==> config.mk <==
export PLATFORM = sky130hd
export DESIGN_NAME = noc_output_arbiter
export DESIGN_NICKNAME = d
export VERILOG_FILES = /design/src/rtl/noc_output_arbiter.sv
export SDC_FILE = /design/constraint.sdc
export NUM_CORES = 1
export LEC_CHECK = 0
export ABC_AREA = 1
export CAP_MARGIN = 10
export CORE_UTILIZATION = 41
export DETAILED_ROUTE_END_ITERATION = 16
export PLACE_DENSITY = 0.76
export SETUP_SLACK_MARGIN = 0.1
export SLEW_MARGIN = 20
export SYNTH_ARGS = -nofsm -noshare
export SYNTH_HDL_FRONTEND = slang
export SYNTH_SLANG_ARGS = --single-unit
==> constraint.sdc <==
create_clock -name clk -period 3.7 [get_ports clk]
set_input_delay 0.74 -clock clk [delete_from_list [all_inputs] [get_ports clk]]
set_output_delay 0.74 -clock clk [all_outputs]
set_load 0.02 [all_outputs]
==> src/rtl/noc_output_arbiter.sv <==
// -----------------------------------------------------------------------------
// noc_output_arbiter
//
// Wormhole arbiter for one NOC router output port. Up to N_IN input-port
// buffers compete for the link. Head and single flits are arbitrated
// round-robin; once a head flit wins, the link is locked to that input until
// its tail flit has been forwarded, so packets never interleave. Nothing moves
// while the output buffer reports full.
//
// Flit type lives in the two MSBs of each flit:
//   2'b01 head, 2'b00 body, 2'b10 tail, 2'b11 single (head and tail at once)
//
// Ports
//   clk          clock, all state updates on the rising edge
//   rst_n        asynchronous active-low reset
//   req_i        per-input request, bit j = input j has a flit for this port
//   data_i       flattened flits, input j at [W*j +: W]
//   full_i       output buffer full, blocks every transfer
//   grant_o      one-hot pop strobe back to the winning input
//   data_o       forwarded flit, zero when nothing is transferred
//   port_en_o    push strobe to the output buffer
//   owner_o      locked input index, meaningful only while busy_o
//   busy_o       high while locked in the middle of a packet
//   pkt_cnt_o    completed-packet counter, wraps
//   proto_err_o  sticky protocol-error flag, cleared only by reset
// -----------------------------------------------------------------------------
module noc_output_arbiter #(
  parameter int N_IN = 5,
  parameter int W    = 16
) (
  input  logic              clk,
  input  logic              rst_n,
  input  logic [N_IN-1:0]   req_i,
  input  logic [N_IN*W-1:0] data_i,
  input  logic              full_i,
  output logic [N_IN-1:0]   grant_o,
  output logic [W-1:0]      data_o,
  output logic              port_en_o,
  output logic [2:0]        owner_o,
  output logic              busy_o,
  output logic [15:0]       pkt_cnt_o,
  output logic              proto_err_o
);

  localparam logic [1:0] FT_BODY   = 2'b00;
  localparam logic [1:0] FT_HEAD   = 2'b01;
  localparam logic [1:0] FT_TAIL   = 2'b10;
  localparam logic [1:0] FT_SINGLE = 2'b11;

  typedef enum logic {
    IDLE   = 1'b0,
    LOCKED = 1'b1
  } state_t;

  state_t      state, state_nxt;
  logic [2:0]  owner, owner_nxt;
  logic [2:0]  rr_ptr, rr_ptr_nxt;
  logic [15:0] pkt_cnt, pkt_cnt_nxt;
  logic        proto_err, proto_err_nxt;

  logic [W-1:0]    flit  [N_IN];
  logic [1:0]      ftype [N_IN];
  logic [N_IN-1:0] head_cand;
  logic [N_IN-1:0] bad_req;
  logic [3:0]      pick;

  logic            vld_p0;
  logic [2:0]      sel_p0;

  // Round-robin search: first set bit of cand starting at ptr and wrapping.
  // Offsets are scanned from the far end so the nearest candidate is the
  // last (and therefore winning) assignment. Result is {found, index}.
  function automatic logic [3:0] rr_pick(input logic [N_IN-1:0] cand,
                                         input logic [2:0]      ptr);
    logic [3:0] res;
    logic [3:0] idx;
    res = '0;
    for (int k = N_IN - 1; k >= 0; k--) begin
      idx = {1'b0, ptr} + 4'(k);
      if (idx >= 4'(N_IN)) begin
        idx = idx - 4'(N_IN);
      end
      if (cand[idx[2:0]]) begin
        res = {1'b1, idx[2:0]};
      end
    end
    return res;
  endfunction

  // Next pointer value after a grant to input x, wrapping at N_IN.
  function automatic logic [2:0] rr_inc(input logic [2:0] x);
    logic [2:0] r;
    if (x == 3'(N_IN - 1)) begin
      r = 3'd0;
    end else begin
      r = x + 3'd1;
    end
    return r;
  endfunction

  // Unpack per-input flits and classify them. A requesting body or tail flit
  // can never start a packet, so in IDLE it is flagged instead of considered.
  for (genvar j = 0; j < N_IN; j++) begin : g_in
    assign flit[j]      = data_i[W*j +: W];
    assign ftype[j]     = flit[j][W-1 -: 2];
    assign head_cand[j] = req_i[j] & ((ftype[j] == FT_HEAD) | (ftype[j] == FT_SINGLE));
    assign bad_req[j]   = req_i[j] & ((ftype[j] == FT_BODY) | (ftype[j] == FT_TAIL));
  end

  assign pick = rr_pick(head_cand, rr_ptr);

  // ---- stage p0: arbitration decision and next state (combinational) ----
  always_comb begin
    state_nxt     = state;
    owner_nxt     = owner;
    rr_ptr_nxt    = rr_ptr;
    pkt_cnt_nxt   = pkt_cnt;
    proto_err_nxt = proto_err;
    vld_p0        = 1'b0;
    sel_p0        = owner;

    unique case (state)
      IDLE: begin
        // full_i freezes everything, including the error flag.
        if (!full_i) begin
          if (|bad_req) begin
            proto_err_nxt = 1'b1;
          end
          if (pick[3]) begin
            vld_p0     = 1'b1;
            sel_p0     = pick[2:0];
            rr_ptr_nxt = rr_inc(pick[2:0]);
            if (ftype[pick[2:0]] == FT_HEAD) begin
              state_nxt = LOCKED;
              owner_nxt = pick[2:0];
            end else begin
              pkt_cnt_nxt = pkt_cnt + 16'd1;
            end
          end
        end
      end

      LOCKED: begin
        // Only the owner is looked at; the pointer holds so the other inputs
        // keep their place in the rotation for the next packet.
        if (!full_i && req_i[owner]) begin
          vld_p0 = 1'b1;
          sel_p0 = owner;
          unique case (ftype[owner])
            FT_TAIL: begin
              state_nxt   = IDLE;
              pkt_cnt_nxt = pkt_cnt + 16'd1;
            end
            // A new packet start inside a packet is passed through as payload
            // but recorded as a protocol violation.
            FT_HEAD, FT_SINGLE: begin
              proto_err_nxt = 1'b1;
            end
            default: begin
            end
          endcase
        end
      end

      default: begin
      end
    endcase
  end

  // Transfer outputs are driven straight from the p0 decision so a flit is
  // pushed in the same cycle it is presented.
  always_comb begin
    grant_o   = '0;
    data_o    = '0;
    port_en_o = vld_p0;
    if (vld_p0) begin
      grant_o[sel_p0] = 1'b1;
      data_o          = flit[sel_p0];
    end
  end

  // ---- stage p1: registered arbitration state ----
  always_ff @(posedge clk or negedge rst_n) begin
    if (!rst_n) begin
      state     <= IDLE;
      owner     <= 3'd0;
      rr_ptr    <= 3'd0;
      pkt_cnt   <= 16'd0;
      proto_err <= 1'b0;
    end else begin
      state     <= state_nxt;
      owner     <= owner_nxt;
      rr_ptr    <= rr_ptr_nxt;
      pkt_cnt   <= pkt_cnt_nxt;
      proto_err <= proto_err_nxt;
    end
  end

  assign busy_o      = (state == LOCKED);
  assign owner_o     = owner;
  assign pkt_cnt_o   = pkt_cnt;
  assign proto_err_o = proto_err;

endmodule

==> flow_summary.toml <==
[status]
outcome = "finished with violations"
failed_checks = "negative setup slack"

[placement]
gp_congestion = 0.952
dp_slack_ns = -1.10
placement.io_buffers = 130
dp_hpwl_um = 10400

[worst_setup_path]
worst_setup_path_start_kind = "register"
critical-path-top-cell-by-count = "sky130_fd_sc_hd__nand2_4"
timing.critical_path.max_delay_family = "simple AND/OR/NAND/NOR gates"
path_max_fanout = 8
worstSetupEndpointType = "output pin"
crit_type = "reg -> out"
critical_path.n_buffers_inverters = 6
crit_slowest_cell = "sky130_fd_sc_hd__dfrtp_2"
critPathArrivalTime_ns = 3.72
critPathRequiredTime_ns = 2.96
path_cells = "inv_8, ha_4, inv_2, fa_2, nor2_4, nor2_4, o21ai_4, inv_2, nand3_2, nand2_2, nand2_4, nand2_4, nor3_4, nand3_2, nand2_4, inv_6, o21ai_4, nand2_2, nor2_4, buf_12, nand2_4, a21oi_4, buf_6"
critical-path-max-stage-delay_ns = 0.46

[die]
core_area_um2 = 7810
die-height_um = 92.3
io_count = 131
die_w_um = 92.3
placement_rows = 32
start_util = 0.429
die_area_um2 = 8530

[sta]
drv_slew = 0
report.final.setup_viol = 22
timing.slew.headroom = 0.643
hold_viol = 0
totalNegativeSetupSlack_ns = -14.65
setup_slack_ns = -0.760
setup_repair_after_global_routing_missed_its_margin = "yes"
crit_share_post_route = 1.21
fin_skew_ns = 0.00420
tightestPinTransition_ns = 0.536
max_clock_freq_mhz = 224
fin_crit_ns = 4.46

[yosys]
synth-simple-area-share = 0.488
synth-edff-count = 0
mapped_avg_cell_area_um2 = 5.95
syn-num-nets = 661
post_synth_fa_ha_maj_area_fraction = 0.0434
yosys_warnings = 0
synth_compound_gate_area_share = 0.136
synth_xor_xnor_area_share = 0.0497
ys_seq_area_frac = 0.180
synth_area_um2 = 3350
synth_area_leaders = "sky130_fd_sc_hd__nand2_1 25%, sky130_fd_sc_hd__dfrtp_1 18%, sky130_fd_sc_hd__nand3_1 12%"
number_of_synthesized_register_bits = 24
synth.lib_cells_used.distinct = 44
synth_top_cell_by_area = "sky130_fd_sc_hd__nand2_1"
post_synthesis_instance_total = 562
yosys.cell_count.top_type = "sky130_fd_sc_hd__nand2_1"
synth_top_family_by_area = "simple AND/OR/NAND/NOR gates"
synth.top_cells.by_count = "219 x sky130_fd_sc_hd__nand2_1, 79 x sky130_fd_sc_hd__nand3_1, 44 x sky130_fd_sc_hd__inv_1"
yosys.area.top_type_share = 0.246
synth.mux.area_fraction = 0
synth-async-reset-ratio = 1.00
synth-main-ff-cell = "sky130_fd_sc_hd__dfrtp_1"

[final_layout]
ff_latch_area_um2 = 603
layout-drive-gt1-share = 0.327
synthToLayoutAreaGrowth_pct = 84.9
multi_input_area_um2 = 3020
antenna_cells = 0
num-fill-cells = 551
layout.nets = 881
utilization = 0.792

[clocking]
cts-root-to-sink-buffers = 2
cts_sinks = 24
clock_latency_ns = 0.26
cts_made_buffers = 3
tritoncts = "done"
htree_levels = 1
cts_hold_repair.buffers = 0
clk_pin_slew_worst_paths_ns = 0.08
clockRootBuffer = "sky130_fd_sc_hd__clkbuf_8"

[power]
power.static_leakage_nw = 2.97
power.ir.vdd_worst_mv = 0.860
pwr_density_nw_per_um2 = 1130

[drt]
drt_drc_violations_left = 0
routed_wire_length_per_instance_um = 15.6
drt_wl_total_um = 13800
detail_route.vias_per_cell = 5.25
first_iter_violations = 247
route.antenna.remaining_nets = 0
drt_pass1_iterations = 4
total_number_of_vias = 4634

[job]
cap_violations = 0

[global_route]
overflow = 0
grt_max_degree = 27
vias_in_the_first_global_route = 4472
number_of_antenna_violations_at_the_first_check_in_global_routing = 0
grt_use_total = 0.311
grt_pass1_wl_um = 21600

[worst_hold_path]
hold_path.class = "in -> async"
[final cells by class]
class	count	area share
inverters	52	0.0340
clock buffers	4	0.00890
repair buffers	229	0.351
flip-flops and latches	24	0.0975
multi-input cells	472	0.488
well taps	102	0.0206
[registers in the layout, summed over array words and instances, names as in the netlist]
signal / cells
rr_ptr: 3
pkt_cnt_o: 16
proto_err_o: 1
busy_o: 1
owner_o: 3
[metal layers]
layer,routed length [um],up-vias,global-route usage
met1,6180,2140,0.438
met3,868,26,0.0361
met2,6460,191,0.501
li1,-,2277,-
met4,305,0,0.0833
met5,0,-,0
[path summary, 6_finish.rpt]
check	from	end	slack, ns	cells after the start
max	rr_ptr[0]$_DFFE_PN0P_	data_o[3]	-0.76	23
min	rst_n	pkt_cnt_o[5]$_DFFE_PN0P_	0.45	1
max reg2reg	rr_ptr[0]$_DFFE_PN0P_	pkt_cnt_o[10]$_DFFE_PN0P_	0.26	28
min reg2reg	proto_err_o$_DFFE_PN0P_	proto_err_o$_DFFE_PN0P_	0.48	2
max in group asynchronous	rst_n	rr_ptr[1]$_DFFE_PN0P_	2.86	1
min in group clk	proto_err_o$_DFFE_PN0P_	proto_err_o$_DFFE_PN0P_	0.48	2
[per-stage QoR]
stage / power (W) / instances / hold slack [ns] / cell area (um2)
2_1_floorplan: 0.00363 / 562 / 0.444 / 3710
3_3_place_gp: 0.00555 / 862 / 0.450 / 5670
3_5_place_dp: 0.00565 / 862 / 0.464 / 5670
4_1_cts: 0.00616 / 875 / 0.485 / 5890
5_1_grt: 0.00757 / 883 / 0.486 / 6190
6_report: 0.00700 / 883 / 0.451 / 6190
[placed cells by master, fill, tap and decap left out, types with 12 or more instances in the layout]
cell                              Yosys  final
sky130_fd_sc_hd__nand2_1            219    184
sky130_fd_sc_hd__nor2_1              27     20
sky130_fd_sc_hd__buf_6                9     27
sky130_fd_sc_hd__nand2_2             12     29
sky130_fd_sc_hd__xor2_1              12     12
sky130_fd_sc_hd__nand3_1             79     76
sky130_fd_sc_hd__inv_1               44     39
sky130_fd_sc_hd__clkdlybuf4s50_1      0    107
sky130_fd_sc_hd__o21ai_0             25     22
sky130_fd_sc_hd__nand2_4              4     22
sky130_fd_sc_hd__a21oi_4              1     18
sky130_fd_sc_hd__buf_4                3     87
sky130_fd_sc_hd__dfrtp_1             24     22
[logic make-up after synthesis]
family / count (synthesis)
xor gates and xnor gates: 16
and+or+nand+nor: 368
buffers and inverters: 69
DFF: 24
adders and majority gates: 11
AOI/OAI and AO/OA: 74
[where the power goes]
| part | leakage [nW] | switching, W | internal (W) |
|---|---|---|---|
| Clock | 0.0288 | 0.0000796 | 0.0000948 |
| Sequential | 0.312 | 0.0000804 | 0.000309 |
| Combinational | 2.63 | 0.00361 | 0.00283 |
| Total | 2.97 | 0.00377 | 0.00324 |
[timing repair]
item                       in CTS  in global routing
setup endpoints to repair      22                 41
pin swaps                      14                 18
setup buffers                   9                  6
resized for setup             151                 53
gates cloned                    0                  3
Note: power is estimated with default switching activity, not from simulation.
